$ cat src/rtl/pipe_comparator.sv
`default_nettype none
// ============================================================================
// Module   : pipe_comparator
// Brief    : Two-stage valid/ready magnitude comparator with per-pair
//            signed/unsigned mode and saturating per-outcome event counters.
// Revision : 1.0 - initial release
// ============================================================================
module pipe_comparator #(
   parameter int WIDTH = 8,
   parameter int CNT_W = 16
) (
   input  logic             clk,
   input  logic             rst_n,
   input  logic             in_valid,
   output logic             in_ready,
   input  logic [WIDTH-1:0] A,
   input  logic [WIDTH-1:0] B,
   input  logic             signed_mode,
   output logic             out_valid,
   input  logic             out_ready,
   output logic             AeqB,
   output logic             AgtB,
   output logic             AltB,
   input  logic             clr_cnt,
   output logic [CNT_W-1:0] eq_cnt,
   output logic [CNT_W-1:0] gt_cnt,
   output logic [CNT_W-1:0] lt_cnt
);

   localparam logic [CNT_W-1:0] c_cntMax = '1;

   logic             r_s1Valid;
   logic             r_s1Signed;
   logic [WIDTH-1:0] r_s1A;
   logic [WIDTH-1:0] r_s1B;
   logic             r_s2Valid;
   logic             r_eq;
   logic             r_gt;
   logic             r_lt;
   logic             w_s1Adv;
   logic             w_s2Adv;
   logic             w_outHs;
   logic [WIDTH-1:0] w_keyA;
   logic [WIDTH-1:0] w_keyB;
   logic [2:0]       w_hit;

   // A stage may load when empty or when its content leaves this cycle.
   assign w_s2Adv  = !r_s2Valid | out_ready;
   assign w_s1Adv  = !r_s1Valid | w_s2Adv;
   assign in_ready = w_s1Adv;

   always_ff @(posedge clk or negedge rst_n) begin
      if (!rst_n) begin
         r_s1Valid  <= 1'b0;
         r_s1Signed <= 1'b0;
         r_s1A      <= '0;
         r_s1B      <= '0;
      end else if (w_s1Adv) begin
         r_s1Valid <= in_valid;
         if (in_valid) begin
            r_s1A      <= A;
            r_s1B      <= B;
            r_s1Signed <= signed_mode;
         end
      end
   end

   // Flipping the sign bits maps two's-complement order onto unsigned order.
   assign w_keyA = {r_s1A[WIDTH-1] ^ r_s1Signed, r_s1A[WIDTH-2:0]};
   assign w_keyB = {r_s1B[WIDTH-1] ^ r_s1Signed, r_s1B[WIDTH-2:0]};

   always_ff @(posedge clk or negedge rst_n) begin
      if (!rst_n) begin
         r_s2Valid <= 1'b0;
         r_eq      <= 1'b0;
         r_gt      <= 1'b0;
         r_lt      <= 1'b0;
      end else if (w_s2Adv) begin
         r_s2Valid <= r_s1Valid;
         r_eq      <= r_s1Valid & (w_keyA == w_keyB);
         r_gt      <= r_s1Valid & (w_keyA >  w_keyB);
         r_lt      <= r_s1Valid & (w_keyA <  w_keyB);
      end
   end

   assign out_valid = r_s2Valid;
   assign AeqB      = r_eq;
   assign AgtB      = r_gt;
   assign AltB      = r_lt;

   assign w_outHs = r_s2Valid & out_ready;
   assign w_hit   = {r_lt, r_gt, r_eq} & {3{w_outHs}};

   // Index 0 = eq, 1 = gt, 2 = lt; clear has priority over a same-cycle hit.
   for (genvar gi = 0; gi < 3; gi++) begin : g_cnt
      logic [CNT_W-1:0] r_cnt;
      always_ff @(posedge clk or negedge rst_n) begin
         if (!rst_n) begin
            r_cnt <= '0;
         end else if (clr_cnt) begin
            r_cnt <= '0;
         end else if (w_hit[gi] && (r_cnt != c_cntMax)) begin
            r_cnt <= r_cnt + CNT_W'(1);
         end
      end
   end

   assign eq_cnt = g_cnt[0].r_cnt;
   assign gt_cnt = g_cnt[1].r_cnt;
   assign lt_cnt = g_cnt[2].r_cnt;

endmodule
`default_nettype wire

$ cat config.mk
export PLATFORM = sky130hd
export DESIGN_NAME = pipe_comparator
export DESIGN_NICKNAME = d
export VERILOG_FILES = /design/src/rtl/pipe_comparator.sv
export SDC_FILE = /design/constraint.sdc
export NUM_CORES = 1
export LEC_CHECK = 0
export ABC_AREA = 1
export BUFFER_PORTS_ARGS = -buffer_cell sky130_fd_sc_hd__buf_2
export CAP_MARGIN = 20
export CORE_MARGIN = 1
export CORE_UTILIZATION = 60
export CTS_CLUSTER_DIAMETER = 200
export DETAILED_ROUTE_END_ITERATION = 10
export PLACE_DENSITY = 0.85
export SYNTH_ARGS = -nofsm -noshare
export SYNTH_HDL_FRONTEND = slang
export SYNTH_SLANG_ARGS = --single-unit
$ cat constraint.sdc
create_clock -name clk -period 3.5 [get_ports clk]
set_clock_uncertainty 0.1 [all_clocks]
set_input_delay 0.175 -clock clk [delete_from_list [all_inputs] [get_ports clk]]
set_output_delay 0.175 -clock clk [all_outputs]
set_load 0.005 [all_outputs]
== Yosys cells after proc, flatten, opt, wreduce, memory -nomap -nowiden ==
Cells that the tools add are included.
W data, S select, Z words.

* Flip-flop bits (word level): 70
* Input port bits: 22
* Output and inout port bits: 53
* Logic and storage cells: 44

* Add/sub/neg operators: 3
* Magnitude comparators: 2
* Eq/ne operators: 4
* Muxes and demuxes: 6
* Bitwise gates (word level): 9
* Reduce and logical (&&, ||, !) cells: 9

{| class="wikitable"
|+ Operators by type and width
! operator !! count
|-
| $mux W16 || 6
|-
| $add A16 B1 Y16 const B || 3
|-
| $ne A16 B16 Y1 const B || 3
|-
| $eq A8 B8 Y1 || 1
|-
| $gt A8 B8 Y1 || 1
|-
| $lt A8 B8 Y1 || 1
|-
| $reduce_bool A2 Y1 || 3
|-
| $and A1 B1 Y1 || 4
|-
| $and A3 B3 Y3 || 1
|-
| $logic_and A1 B1 Y1 || 3
|-
| $logic_not A1 Y1 || 2
|-
| $or A1 B1 Y1 || 2
|-
| $reduce_and A2 Y1 || 1
|-
| $xor A1 B1 Y1 || 2
|}

== Depth between registers and ports, before layout ==
Gate-level depths: netlist of run 1.

* Depth in word-level cells: 5
* Gate-level depth with buffers: 10
* Gate-level depth less buffers: 9

== Worst setup path before layout of run 1 ==
Ideal clock, no wire load.

* Path kind: register -> register
* From: reg g_cnt[0].r_cnt[0] (netlist: eq_cnt[0])
* To: reg g_cnt[0].r_cnt[11] (netlist: eq_cnt[11])
* Setup time: 0.065 ns
* Arrival: 1.516 ns
* Data required time: 3.335 ns
* Path slack: 1.819 ns
* Stages on the path, launching flop included: 10
* Path buffers: 1
* Period minus slack after synthesis: 1.681 ns
* Path through: dfrtp_1 > ha_1 > nand3_1 > inv_2 > nand2_1 > nor2_1 > nor2_2 > buf_2 > nand4_1 > nand2_1

* Longest elaborated chain between the ends: 3
* Elaborated cells between the ends (all ways): 6
* Classes of those cells: add/sub: 1; eq/ne: 1; mux: 2; reduce/logical: 2

{| class="wikitable"
|+ RTL lines
! element !! line !! text
|-
| start: declaration || 96 || <nowiki>logic [CNT_W-1:0] r_cnt;</nowiki>
|-
| start signal: assignment || 103 || <nowiki>r_cnt <= r_cnt + CNT_W'(1);</nowiki>
|-
| $add A16 B1 Y16 or $ne A16 B16 Y1 (tied branches) || 103, 102 ||
|-
| $mux W16 or $logic_and A1 B1 Y1 (tied branches) || 102 || <nowiki>end else if (w_hit[gi] && (r_cnt != c_cntMax)) begin</nowiki>
|-
| $mux W16 or $reduce_bool A2 Y1 (tied branches) || -- ||
|}

Parallel ways exist; a longest one is shown, timed or not. The select of a mux whose other input is x is not followed.
A chain may end at the register's enable or synchronous reset.

== Worst setup path in the final report of run 1 ==
* From: reg g_cnt[0].r_cnt[0] (netlist: eq_cnt[0])
* To: reg g_cnt[0].r_cnt[7] (netlist: eq_cnt[7])

Same word-level chain as after synthesis.

==> flow_summary.ini, run 1 <==
[detailed_routing]
finalWirelength_mm = 9.72
num_vias = 4048
first_iter_violations = 265
ant_nets = 0
drc = 0
routed_via_density = 5.56
routed_wire_per_std_cell_um = 13.4
firstDrtPassIters = 7

[setup_path]
cp.arrival_ps = 2260
timing.critical_path.fanout_max = 16
crit_path_cell_trace = ha_1 > nand3_1 > inv_2 > nand2_1 > nor2_1 > nor2_2 > nor2_4 > nand2_1 > nand2_1
category_of_the_worst_setup_path_capture_point = flip-flop
worstPathRequired_ps = 3630
slowest_delay_ps = 530
worst_path_dominant_cell_family = simple AND/OR/NAND/NOR gates
worstPathBufferInverterCount = 1
timing_worst_setup_path_type = flip-flop to flip-flop
crit_top_cell = sky130_fd_sc_hd__nand2_1
setup.worst_path.start_class = flip-flop
slowest_stage = sky130_fd_sc_hd__nor2_2

[sta]
rsz0062_at_grt = false
timing.final.crit_period_ps = 2130
min_period_over_period = 0.610
finalSetupViolCount = 0
tightestPinTransition_ps = 700
max-slew-margin-rel = 0.533
totalNegativeSetupSlack_ps = 0
timing.fmax_mhz = 469
final_max_tran_viols = 0
finalHoldViolations = 0

[final_layout]
final_design_area_no_fill_sq_um = 4890
layout.nets = 679
num_antenna_cells = 0
final_cell_mix = 193 x sky130_fd_sc_hd__nand2_1, 74 x sky130_fd_sc_hd__buf_2, 70 x sky130_fd_sc_hd__dfrtp_1, 67 x sky130_fd_sc_hd__nor2_1, 50 x sky130_fd_sc_hd__nand4_1
multi_input_gate_area_in_the_final_layout_sq_um = 2120
seqCellArea_sq_um = 1750
flow.area_growth_from_synthesis_pct = 18.0
num-fill-cells = 462
mostFrequentLayoutCell = sky130_fd_sc_hd__nand2_1
drive_above_1_share = 0.189

[die]
starting_density_of_the_core = 0.638
die_x_um = 85.1
pin_count = 75
die_area_sq_um = 7240
std_cell_rows = 29
fp.dieH_um = 85.1
core-area_sq_um = 6490

[clocking]
cts_buffers = 9
cts.clk_slew.worst_paths_ps = 70
postCtsSetupRepairBufs = 0
max-clock-path-buffers = 2
ctsHtreeMaxLevel = 3
cts-root-buf = sky130_fd_sc_hd__clkbuf_8
clock_insertion_delay_at_the_later_pin_of_the_skew_report_ps = 340
number_of_clock_sinks_seen_by_cts = 70
cts_tree = yes

[global_route]
grt_first_pass_wirelength_mm = 16.5
pin_count_of_the_biggest_net_entering_global_routing = 49
grtUsageTotal = 0.284
grt_antenna_before_repair = 0
first_global_vias = 3738
grt-ovfl-total = 0

[yosys]
yosys_register_bits = 70
post_synth_inst_count = 556
portion_of_the_post_synthesis_area_used_by_sequential_elements = 0.423
synth.net_count = 589
synth.lib_cells_used.distinct = 27
syn_area_sq_um = 4140
syn-mean-instance-area_sq_um = 7.45
yosysWarnings = 0

[pwr]
report.power.total_uw = 1780
pleak_uw = 0.00257
power_density_over_the_cells_nw_per_um2 = 365
largest_voltage_drop_on_the_vdd_net_uv = 287

[placed_design]
dp.final_hpwl_mm = 6.52
finalWeightedCongestion = 0.886
port-buffer-count = 74
postPlaceCellArea_sq_um = 4550

[min_path]
class_of_the_most_critical_hold_timing_path = primary input to flip-flop

[run_status]
status = complete, no violations

[job]
timing.max_cap.violations = 0
cell families (layout without fill, tap and decap cells):
| logic type | Yosys count | after routing | synth area share |
|---|---|---|---|
| adders and majority gates | 11 | 11 | 0.0332 |
| and+or+nand+nor | 367 | 367 | 0.396 |
| AOI/OAI and AO/OA | 25 | 25 | 0.0353 |
| muxes | 10 | 10 | 0.0272 |
| DFF | 70 | 70 | 0.423 |
| buffers and inverters | 63 | 158 | 0.0643 |
| xor gates and xnor gates | 10 | 10 | 0.0211 |
state kept, by name (all words and copies together), names as in the netlist:
name,cells
r_s1Valid,1
AeqB,1
out_valid,1
r_s1B,8
r_s1Signed,1
r_s1A,8
gt_cnt,16
lt_cnt,16
eq_cnt,16
AgtB,1
AltB,1
where the power goes:
part / internal [uW] / leakage, uW / switching, uW
combinational: 107 / 0.00155 / 163
sequential: 854 / 0.000926 / 31.1
clock: 328 / 0.0000904 / 301
total: 1290 / 0.00257 / 495
layout make-up:
| type | instances | area share |
|---|---|---|
| clock inverter | 4 | 0.00973 |
| multi-input combinational | 423 | 0.435 |
| sequential | 70 | 0.358 |
| timing repair buffer | 92 | 0.112 |
| inverter | 50 | 0.0384 |
| clock buffer | 12 | 0.0276 |
| tap | 77 | 0.0197 |
cell usage after synthesis:
cell                       count  area share
sky130_fd_sc_hd__nand2_1     193        0.17
sky130_fd_sc_hd__dfrtp_1      70        0.42
sky130_fd_sc_hd__nor2_1       67       0.061
sky130_fd_sc_hd__nand4_1      50       0.076
sky130_fd_sc_hd__inv_1        48       0.043
sky130_fd_sc_hd__nand3_1      33       0.040
sky130_fd_sc_hd__a21oi_1      11       0.013
sky130_fd_sc_hd__ha_1         11       0.033
sky130_fd_sc_hd__mux2_2       10       0.027
sky130_fd_sc_hd__or2_2        10       0.015
sky130_fd_sc_hd__xor2_1        9       0.019
sky130_fd_sc_hd__o21bai_1      7       0.013
sky130_fd_sc_hd__buf_2         6      0.0072
sky130_fd_sc_hd__nor2_2        5      0.0076
sky130_fd_sc_hd__o21ai_0       5      0.0060
sky130_fd_sc_hd__nor2_4        4       0.011
sky130_fd_sc_hd__buf_4         2      0.0036
sky130_fd_sc_hd__buf_6         2      0.0054
sky130_fd_sc_hd__clkbuf_1      2      0.0018
sky130_fd_sc_hd__inv_2         2      0.0018
sky130_fd_sc_hd__nand2_2       2      0.0030
sky130_fd_sc_hd__nand3b_1      2      0.0036
sky130_fd_sc_hd__buf_1         1     0.00091
sky130_fd_sc_hd__nor2_8        1      0.0048
sky130_fd_sc_hd__o21a_1        1      0.0018
sky130_fd_sc_hd__o22ai_1       1      0.0015
sky130_fd_sc_hd__xnor2_1       1      0.0021
layer usage:
metal,wire (um),track usage,up-vias
li1,-,-,1993
met1,4200,0.363,1885
met2,4800,0.488,152
met3,544,0.0418,18
met4,183,0.111,0
met5,0,0,-
through the flow:
stage / util / hold slack (ps) / std cells / setup WS, ps
CTS: 0.753 / 5.80 / 728 / 1380
detailed placement: 0.700 / 78.4 / 696 / 1390
global route: 0.753 / 31.9 / 728 / 1200
floorplan: - / -221 / 556 / 1820
global placement: 0.700 / 66.9 / 696 / 1460
finish: 0.753 / 9.34 / 728 / 1370
worst reg2reg max path, delay by kind of cell, from the launching register on:
family                   cells  cell delay (ps)
flip-flops                   1              440
AND/OR/NAND/NOR              7             1130
buffers and inverters        1               70
adder cells (fa/ha/maj)      1              280
path summary, 6_finish.rpt:
path	from	end	slack (ps)	cells after the start
min	B[4]	r_s1B[4]	9	3
max	eq_cnt[0]	eq_cnt[7]	1370	9
min in group asynchronous	rst_n	gt_cnt[15]	220	2
min reg2reg	r_s1Valid	out_valid	380	2
max reg2reg	eq_cnt[0]	eq_cnt[7]	1370	9
max in group asynchronous	rst_n	r_s1B[1]	2090	3
timing repair:
action,CTS,global route
gates resized for setup,0,0
endpoints found under the hold margin,37,0
hold buffers,16,0
No activity file was read; power rests on OpenSTA's default activity.
==> inputs of run 2 (changes only) <==
--- a/config.mk
+++ b/config.mk
@@ -5,14 +5,14 @@
 export SDC_FILE = /design/constraint.sdc
 export NUM_CORES = 1
 export LEC_CHECK = 0
-export ABC_AREA = 1
+export ABC_AREA = 0
 export BUFFER_PORTS_ARGS = -buffer_cell sky130_fd_sc_hd__buf_2
 export CAP_MARGIN = 20
 export CORE_MARGIN = 1
-export CORE_UTILIZATION = 60
+export CORE_UTILIZATION = 50
 export CTS_CLUSTER_DIAMETER = 200
 export DETAILED_ROUTE_END_ITERATION = 10
-export PLACE_DENSITY = 0.85
+export PLACE_DENSITY = 0.76
 export SYNTH_ARGS = -nofsm -noshare
 export SYNTH_HDL_FRONTEND = slang
 export SYNTH_SLANG_ARGS = --single-unit
==> constraint.sdc (replaced) <==
create_clock -name clk -period 1.8 [get_ports clk]
set_clock_uncertainty 0.1 [all_clocks]
set_input_delay 0.09 -clock clk [delete_from_list [all_inputs] [get_ports clk]]
set_output_delay 0.09 -clock clk [all_outputs]
set_load 0.005 [all_outputs]
==> run 2 against run 1 <==
Net effect: largest power group unchanged; clock power increased by 89%; the flow now finishes with violations (setup timing); worst hold slack gained 68 ps; core utilization down 0.071 points; synthesized cell count decreased by 31%; critical path type unchanged.
==> flow_summary.ini, run 2 <==
[final_layout]
mostFrequentLayoutCell = sky130_fd_sc_hd__buf_4
layout.nets = 582
final_cell_mix = 77 x sky130_fd_sc_hd__buf_4, 75 x sky130_fd_sc_hd__buf_2, 68 x sky130_fd_sc_hd__dfrtp_1, 25 x sky130_fd_sc_hd__mux2_2, 23 x sky130_fd_sc_hd__a21oi_1
flow.area_growth_from_synthesis_pct = 45.3
drive_above_1_share = 0.462
final_design_area_no_fill_sq_um = 5450
num_antenna_cells = 0
final_cell_count_no_fill = 653
postLayoutCoreUtil = 0.752

[pwr]
largest_voltage_drop_on_the_vdd_net_uv = 575
power_density_over_the_cells_nw_per_um2 = 633
total_switching_power_uw = 953
pwr-share-comb = 0.159
power_share_of_the_clock_group = 0.345
switching_part_of_the_total_power = 0.276
power.share.sequential = 0.496
pleak_uw = 0.00253
internal_power_uw = 2500

[sta]
finalSetupViolCount = 9
finalHoldViolations = 0
final_max_tran_viols = 0
tightestPinTransition_ps = 489
setup_slack_ps = -153
max-slew-margin-rel = 0.673
min_period_over_period = 1.08
timing.fmax_mhz = 512
totalNegativeSetupSlack_ps = -614
rsz0062_at_grt = true
timing.final.crit_period_ps = 1950

[min_path]
class_of_the_most_critical_hold_timing_path = primary input to flip-flop
timing.hold.worst.start = clr_cnt
holdPathEnd = gt_cnt[8]
timing.hold.worst_path_depth = 2

[detailed_routing]
finalWirelength_mm = 10.9
routed_wire_per_std_cell_um = 16.6
ant_nets = 0
firstDrtPassIters = 4
first_iter_violations = 315
num_vias = 3880
drc = 0
routed_via_density = 5.94

[yosys]
synth-compound-area-share = 0.153
synth.net_count = 415
synth_adder_area_share = 0.0367
post_synth_and_or_nand_nor_area_fraction = 0.227
number_of_enable_type_register_cells_in_the_synthesized_netlist = 0
yosysWarnings = 0
portion_of_the_post_synthesis_area_used_by_sequential_elements = 0.467
synth.lib_cells_used.distinct = 44
netlist_top_cells_area = sky130_fd_sc_hd__dfrtp_1 47%, sky130_fd_sc_hd__mux2_2 7.5%, sky130_fd_sc_hd__a21oi_1 4.5%
syn_area_sq_um = 3750
synth_top_family_by_area = simple AND/OR/NAND/NOR gates
synthXorXnorAreaFrac = 0.00467
post-synth-top-area-cell = sky130_fd_sc_hd__dfrtp_1
post_synth_inst_count = 382
synth_top_area_frac = 0.467
syn-mean-instance-area_sq_um = 9.83
yosys-mux-area-fraction = 0.0803
post_synth_most_frequent_cells = 70 x sky130_fd_sc_hd__dfrtp_1, 34 x sky130_fd_sc_hd__a21oi_1, 25 x sky130_fd_sc_hd__mux2_2, 25 x sky130_fd_sc_hd__nand2_1, 19 x sky130_fd_sc_hd__nand3_1
synth.most_common_cell = sky130_fd_sc_hd__dfrtp_1
synth_flop_cell = sky130_fd_sc_hd__dfrtp_1
yosys_register_bits = 70
synthArstFlopShare = 1.00

[setup_path]
category_of_the_worst_setup_path_capture_point = flip-flop
r2r_worst_path_depth = 4
cp.arrival_ps = 2120
timing_worst_setup_path_type = flip-flop to flip-flop
setup.worst_path.start_class = flip-flop
regToRegEndpoint = lt_cnt[14]
crit-reg2reg-launch = lt_cnt[5]
worstPathRequired_ps = 1970
timing.reg2reg.setup_slack_ps = -150
timing.critical_path.fanout_max = 6

[clocking]
cts-root-buf = sky130_fd_sc_hd__clkbuf_8
cts_buffers = 9
clock_insertion_delay_at_the_later_pin_of_the_skew_report_ps = 350
max-clock-path-buffers = 2
cts.clk_slew.worst_paths_ps = 80
ctsHtreeMaxLevel = 3
number_of_clock_sinks_seen_by_cts = 70
cts_tree = yes

[die]
die_area_sq_um = 7860
pin_count = 75
std_cell_rows = 31
die_x_um = 88.7
core-area_sq_um = 7250
fp.dieH_um = 88.7
starting_density_of_the_core = 0.518

[run_status]
violations_in_the_final_reports = setup timing
status = finished, violations left

[placed_design]
pre_cts_ws_ps = -96.4
dp.final_hpwl_mm = 6.79
finalWeightedCongestion = 0.827
port-buffer-count = 74
postPlaceCellArea_sq_um = 4670
dp_cells = 599

[global_route]
first_global_vias = 3636
grt-ovfl-total = 0
grtUsageTotal = 0.272
grt_antenna_before_repair = 0
pin_count_of_the_biggest_net_entering_global_routing = 71
grt_first_pass_wirelength_mm = 16.5

[job]
timing.max_cap.violations = 0
==> run 2: cell count changes in the layout (fill, tap and decap cells not counted), moves of 10 or more <==
cell,change
sky130_fd_sc_hd__nand2_1,-173
sky130_fd_sc_hd__a21oi_1,+12
sky130_fd_sc_hd__buf_4,+75
sky130_fd_sc_hd__nor2b_1,+10
sky130_fd_sc_hd__inv_1,-33
sky130_fd_sc_hd__a21oi_2,+11
sky130_fd_sc_hd__mux2_2,+15
sky130_fd_sc_hd__nor2_1,-51
sky130_fd_sc_hd__nand3_1,-18
sky130_fd_sc_hd__nand4_1,-35
==> run 2: cell families (layout without fill, tap and decap cells) <==
kind of cell | count (synthesis) | count (layout)
buffers and inverters | 32 | 204
adder cells (fa/ha/maj) | 11 | 11
flip-flops | 70 | 70
multiplexers | 27 | 27
XOR/XNOR | 2 | 2
AND/OR/NAND/NOR | 150 | 150
AO/OA/AOI/OAI | 90 | 90
==> run 2: per-layer routing <==
metal,wire length [um],share of wire,vias up,track usage
li1,-,-,1796,-
met1,4480,0.41,1889,0.336
met2,5500,0.51,162,0.474
met3,596,0.055,33,0.0550
met4,283,0.026,0,0.0953
met5,0,0,-,0
==> run 2: critical path, stage by stage (launching register included) <==
cell and delay (ps):
sky130_fd_sc_hd__dfrtp_1 420, sky130_fd_sc_hd__nand4_4 130, sky130_fd_sc_hd__or4_4 580, sky130_fd_sc_hd__or4_1 490, sky130_fd_sc_hd__a21oi_1 150
==> run 2: how the worst max path moves through the flow <==
| stage | from | to | slack (ps) |
|---|---|---|---|
| 6_report | lt_cnt[5] | lt_cnt[14] | -150 |
| 5_1_grt | lt_cnt[5] | lt_cnt[14] | -190 |
| 4_1_cts | lt_cnt[3] | lt_cnt[14] | -70 |
| 3_5_place_dp | lt_cnt[5] | lt_cnt[14] | -100 |
| 3_3_place_gp | lt_cnt[3] | lt_cnt[14] | -60 |
| 2_1_floorplan | lt_cnt[5] | lt_cnt[14] | -170 |
==> run 2: cell type report <==
cell class	count	area, sq um
Fill cell	519	1800
Sequential cell	70	1750
Clock inverter	5	33.8
Tap cell	99	124
Multi-Input combinational cell	280	2160
Timing Repair Buffer	173	1170
Inverter	15	56.3
Clock buffer	11	151
==> run 2: through the flow <==
step                      total power, uW  hold WS [ps]
after CTS                            3440          66.5
after global routing                 3620           107
after global placement               2210          40.5
final                                3450          77.3
after floorplan                      2010          -306
after detailed placement             2230          38.4
==> run 2: power by group through the flow <==
stage | logic, uW | registers [uW] | clock network (uW)
global placement | 472 | 1740 | 0
finish | 550 | 1710 | 1190
global route | 609 | 1720 | 1290
CTS | 535 | 1710 | 1190
detailed placement | 491 | 1740 | 0
floorplan | 274 | 1740 | 0
==> run 2: repair_timing <==
item	in CTS	in global routing
pin swaps	5	24
setup buffers	4	14
setup endpoints to repair	11	48
resized for setup	7	56
endpoints found under the hold margin	88	0
cloned	0	2
hold buffers	19	0
==> inputs of run 3 (changes only) <==
--- a/config.mk
+++ b/config.mk
@@ -13,6 +13,7 @@
 export CTS_CLUSTER_DIAMETER = 200
 export DETAILED_ROUTE_END_ITERATION = 10
 export PLACE_DENSITY = 0.76
+export REMOVE_ABC_BUFFERS = 1
 export SYNTH_ARGS = -nofsm -noshare
 export SYNTH_HDL_FRONTEND = slang
 export SYNTH_SLANG_ARGS = --single-unit
==> run 3 against run 2 <==
Net effect: register-to-register slack better by 90 ps; cell count stayed put; setup slack improved by 88 ps; critical path type unchanged; clock power increased by 8%; global-route usage fell by 0.39 points; sequential power hardly changed; first-iteration DRC count decreased by 56%; via count is 2.3% lower; the flow still finishes with violations (setup timing).
==> flow_summary.ini, run 3 (same netlist as run 2, synthesis figures left out) <==
[detailed_routing]
ant_nets = 0
firstDrtPassIters = 5
drc = 0
routed_wire_per_std_cell_um = 15.9
num_vias = 3789
routed_via_density = 5.80
first_iter_violations = 140
finalWirelength_mm = 10.4

[clocking]
max-clock-path-buffers = 2
cts_tree = yes
cts.clk_slew.worst_paths_ps = 80
clock_insertion_delay_at_the_later_pin_of_the_skew_report_ps = 350
cts_buffers = 9
ctsHtreeMaxLevel = 3
number_of_clock_sinks_seen_by_cts = 70
cts-root-buf = sky130_fd_sc_hd__clkbuf_8

[sta]
min_period_over_period = 1.04
setup_slack_ps = -64.2
final_max_tran_viols = 0
rsz0062_at_grt = true
timing.final.crit_period_ps = 1860
finalSetupViolCount = 4
tightestPinTransition_ps = 629
finalHoldWorstSlack_ps = 16.4
finalHoldViolations = 0
max-slew-margin-rel = 0.581
timing.fmax_mhz = 536

[global_route]
grt-ovfl-total = 0
grt_first_pass_wirelength_mm = 16.2
grtUsageTotal = 0.269
grt_antenna_before_repair = 0
pin_count_of_the_biggest_net_entering_global_routing = 26
first_global_vias = 3529

[final_layout]
postLayoutCoreUtil = 0.740
final_cell_mix = 75 x sky130_fd_sc_hd__buf_4, 74 x sky130_fd_sc_hd__buf_2, 68 x sky130_fd_sc_hd__dfrtp_1, 29 x sky130_fd_sc_hd__a21oi_1, 25 x sky130_fd_sc_hd__mux2_2
drive_above_1_share = 0.430
flow.area_growth_from_synthesis_pct = 43.0
mostFrequentLayoutCell = sky130_fd_sc_hd__buf_4
num_antenna_cells = 0
layout.nets = 582

[setup_path]
slowest_delay_ps = 500
category_of_the_worst_setup_path_capture_point = flip-flop
cp.arrival_ps = 2050
worst_path_dominant_cell_family = simple AND/OR/NAND/NOR gates
timing_worst_setup_path_type = flip-flop to flip-flop
setup.worst_path.start_class = flip-flop
crit_path_cell_trace = ha_2 > nand2_2 > or4_4 > or4_4 > a21oi_2
timing.critical_path.fanout_max = 5
slowest_stage = sky130_fd_sc_hd__or4_4
r2r_worst_path_depth = 5
worstPathBufferInverterCount = 0
crit_cells = 5
worstPathRequired_ps = 1990
crit_top_cell = sky130_fd_sc_hd__or4_4

[placed_design]
finalWeightedCongestion = 0.859
dp.final_hpwl_mm = 6.95
port-buffer-count = 74

[min_path]
class_of_the_most_critical_hold_timing_path = primary input to flip-flop
timing.hold.worst_path_depth = 2

[pwr]
power_density_over_the_cells_nw_per_um2 = 672
largest_voltage_drop_on_the_vdd_net_uv = 488
pleak_uw = 0.00245

[die]
std_cell_rows = 31
fp.dieH_um = 88.7
die_x_um = 88.7
pin_count = 75
core-area_sq_um = 7250
starting_density_of_the_core = 0.518
die_area_sq_um = 7860

[run_status]
violations_in_the_final_reports = setup timing
status = finished, violations left

[job]
timing.max_cap.violations = 0
[run 3: repair_timing]
action                                  4_1_cts  5_1_grt
resized for setup                             7       41
gates cloned                                  0        1
setup buffers                                 0       11
endpoints found under the setup margin       12       31
hold buffers                                 19        0
endpoints found under the hold margin        40        0
pin swaps                                     2       29
[run 3: layer usage]
metal,global-route usage,vias to the layer above,part of all wire
met5,0,-,0
li1,-,1796,-
met1,0.341,1848,0.42
met4,0.0953,0,0.014
met2,0.459,128,0.52
met3,0.0513,17,0.049
[run 3: metrics by stage]
stage / TNS [ps] / area (sq um) / worst slack (ps) / power [uW] / std cells
floorplan: -3730 / 3690 / -212 / 1990 / 365
global placement: -58.6 / 4720 / -45.1 / 2220 / 606
detailed placement: -323 / 4720 / -88.6 / 2240 / 606
CTS: -27.2 / 5130 / -19.4 / 3560 / 641
global route: -1190 / 5370 / -141 / 3780 / 653
finish: -129 / 5370 / -64.2 / 3610 / 653
[run 3: power breakdown]
group	switching, uW	leakage [uW]	internal (uW)	total, uW
Clock	644	0.0000914	641	1290
Combinational	291	0.00143	317	608
Sequential	56.7	0.000926	1660	1710
Total	992	0.00245	2610	3610
[run 3: cell type report]
cell class	count	area, sq um
Clock inverter	7	75.1
Fill cell	518	1890
Clock buffer	9	124
Tap cell	99	124
Multi-Input combinational cell	280	2040
Inverter	15	56.3
Timing Repair Buffer	173	1200
Sequential cell	70	1750
[run 3: worst paths after layout]
| check | slack, ps | from | end |
|---|---|---|---|
| setup / recovery | -60 | lt_cnt[0] | lt_cnt[14] |
| hold / removal | 20 | clr_cnt | eq_cnt[8] |
| setup reg to reg | -60 | lt_cnt[0] | lt_cnt[14] |
| hold reg to reg | 410 | r_s1B[5] | r_s1B[5] |
| max in group asynchronous | 810 | rst_n | r_s1B[1] |
| min in group asynchronous | 190 | rst_n | lt_cnt[14] |
[run 3: worst reg2reg max path: stages (launching register included)]
cell and delay (ps):
sky130_fd_sc_hd__dfrtp_1 370, sky130_fd_sc_hd__ha_2 200, sky130_fd_sc_hd__nand2_2 50, sky130_fd_sc_hd__or4_4 460
sky130_fd_sc_hd__or4_4 500, sky130_fd_sc_hd__a21oi_2 120
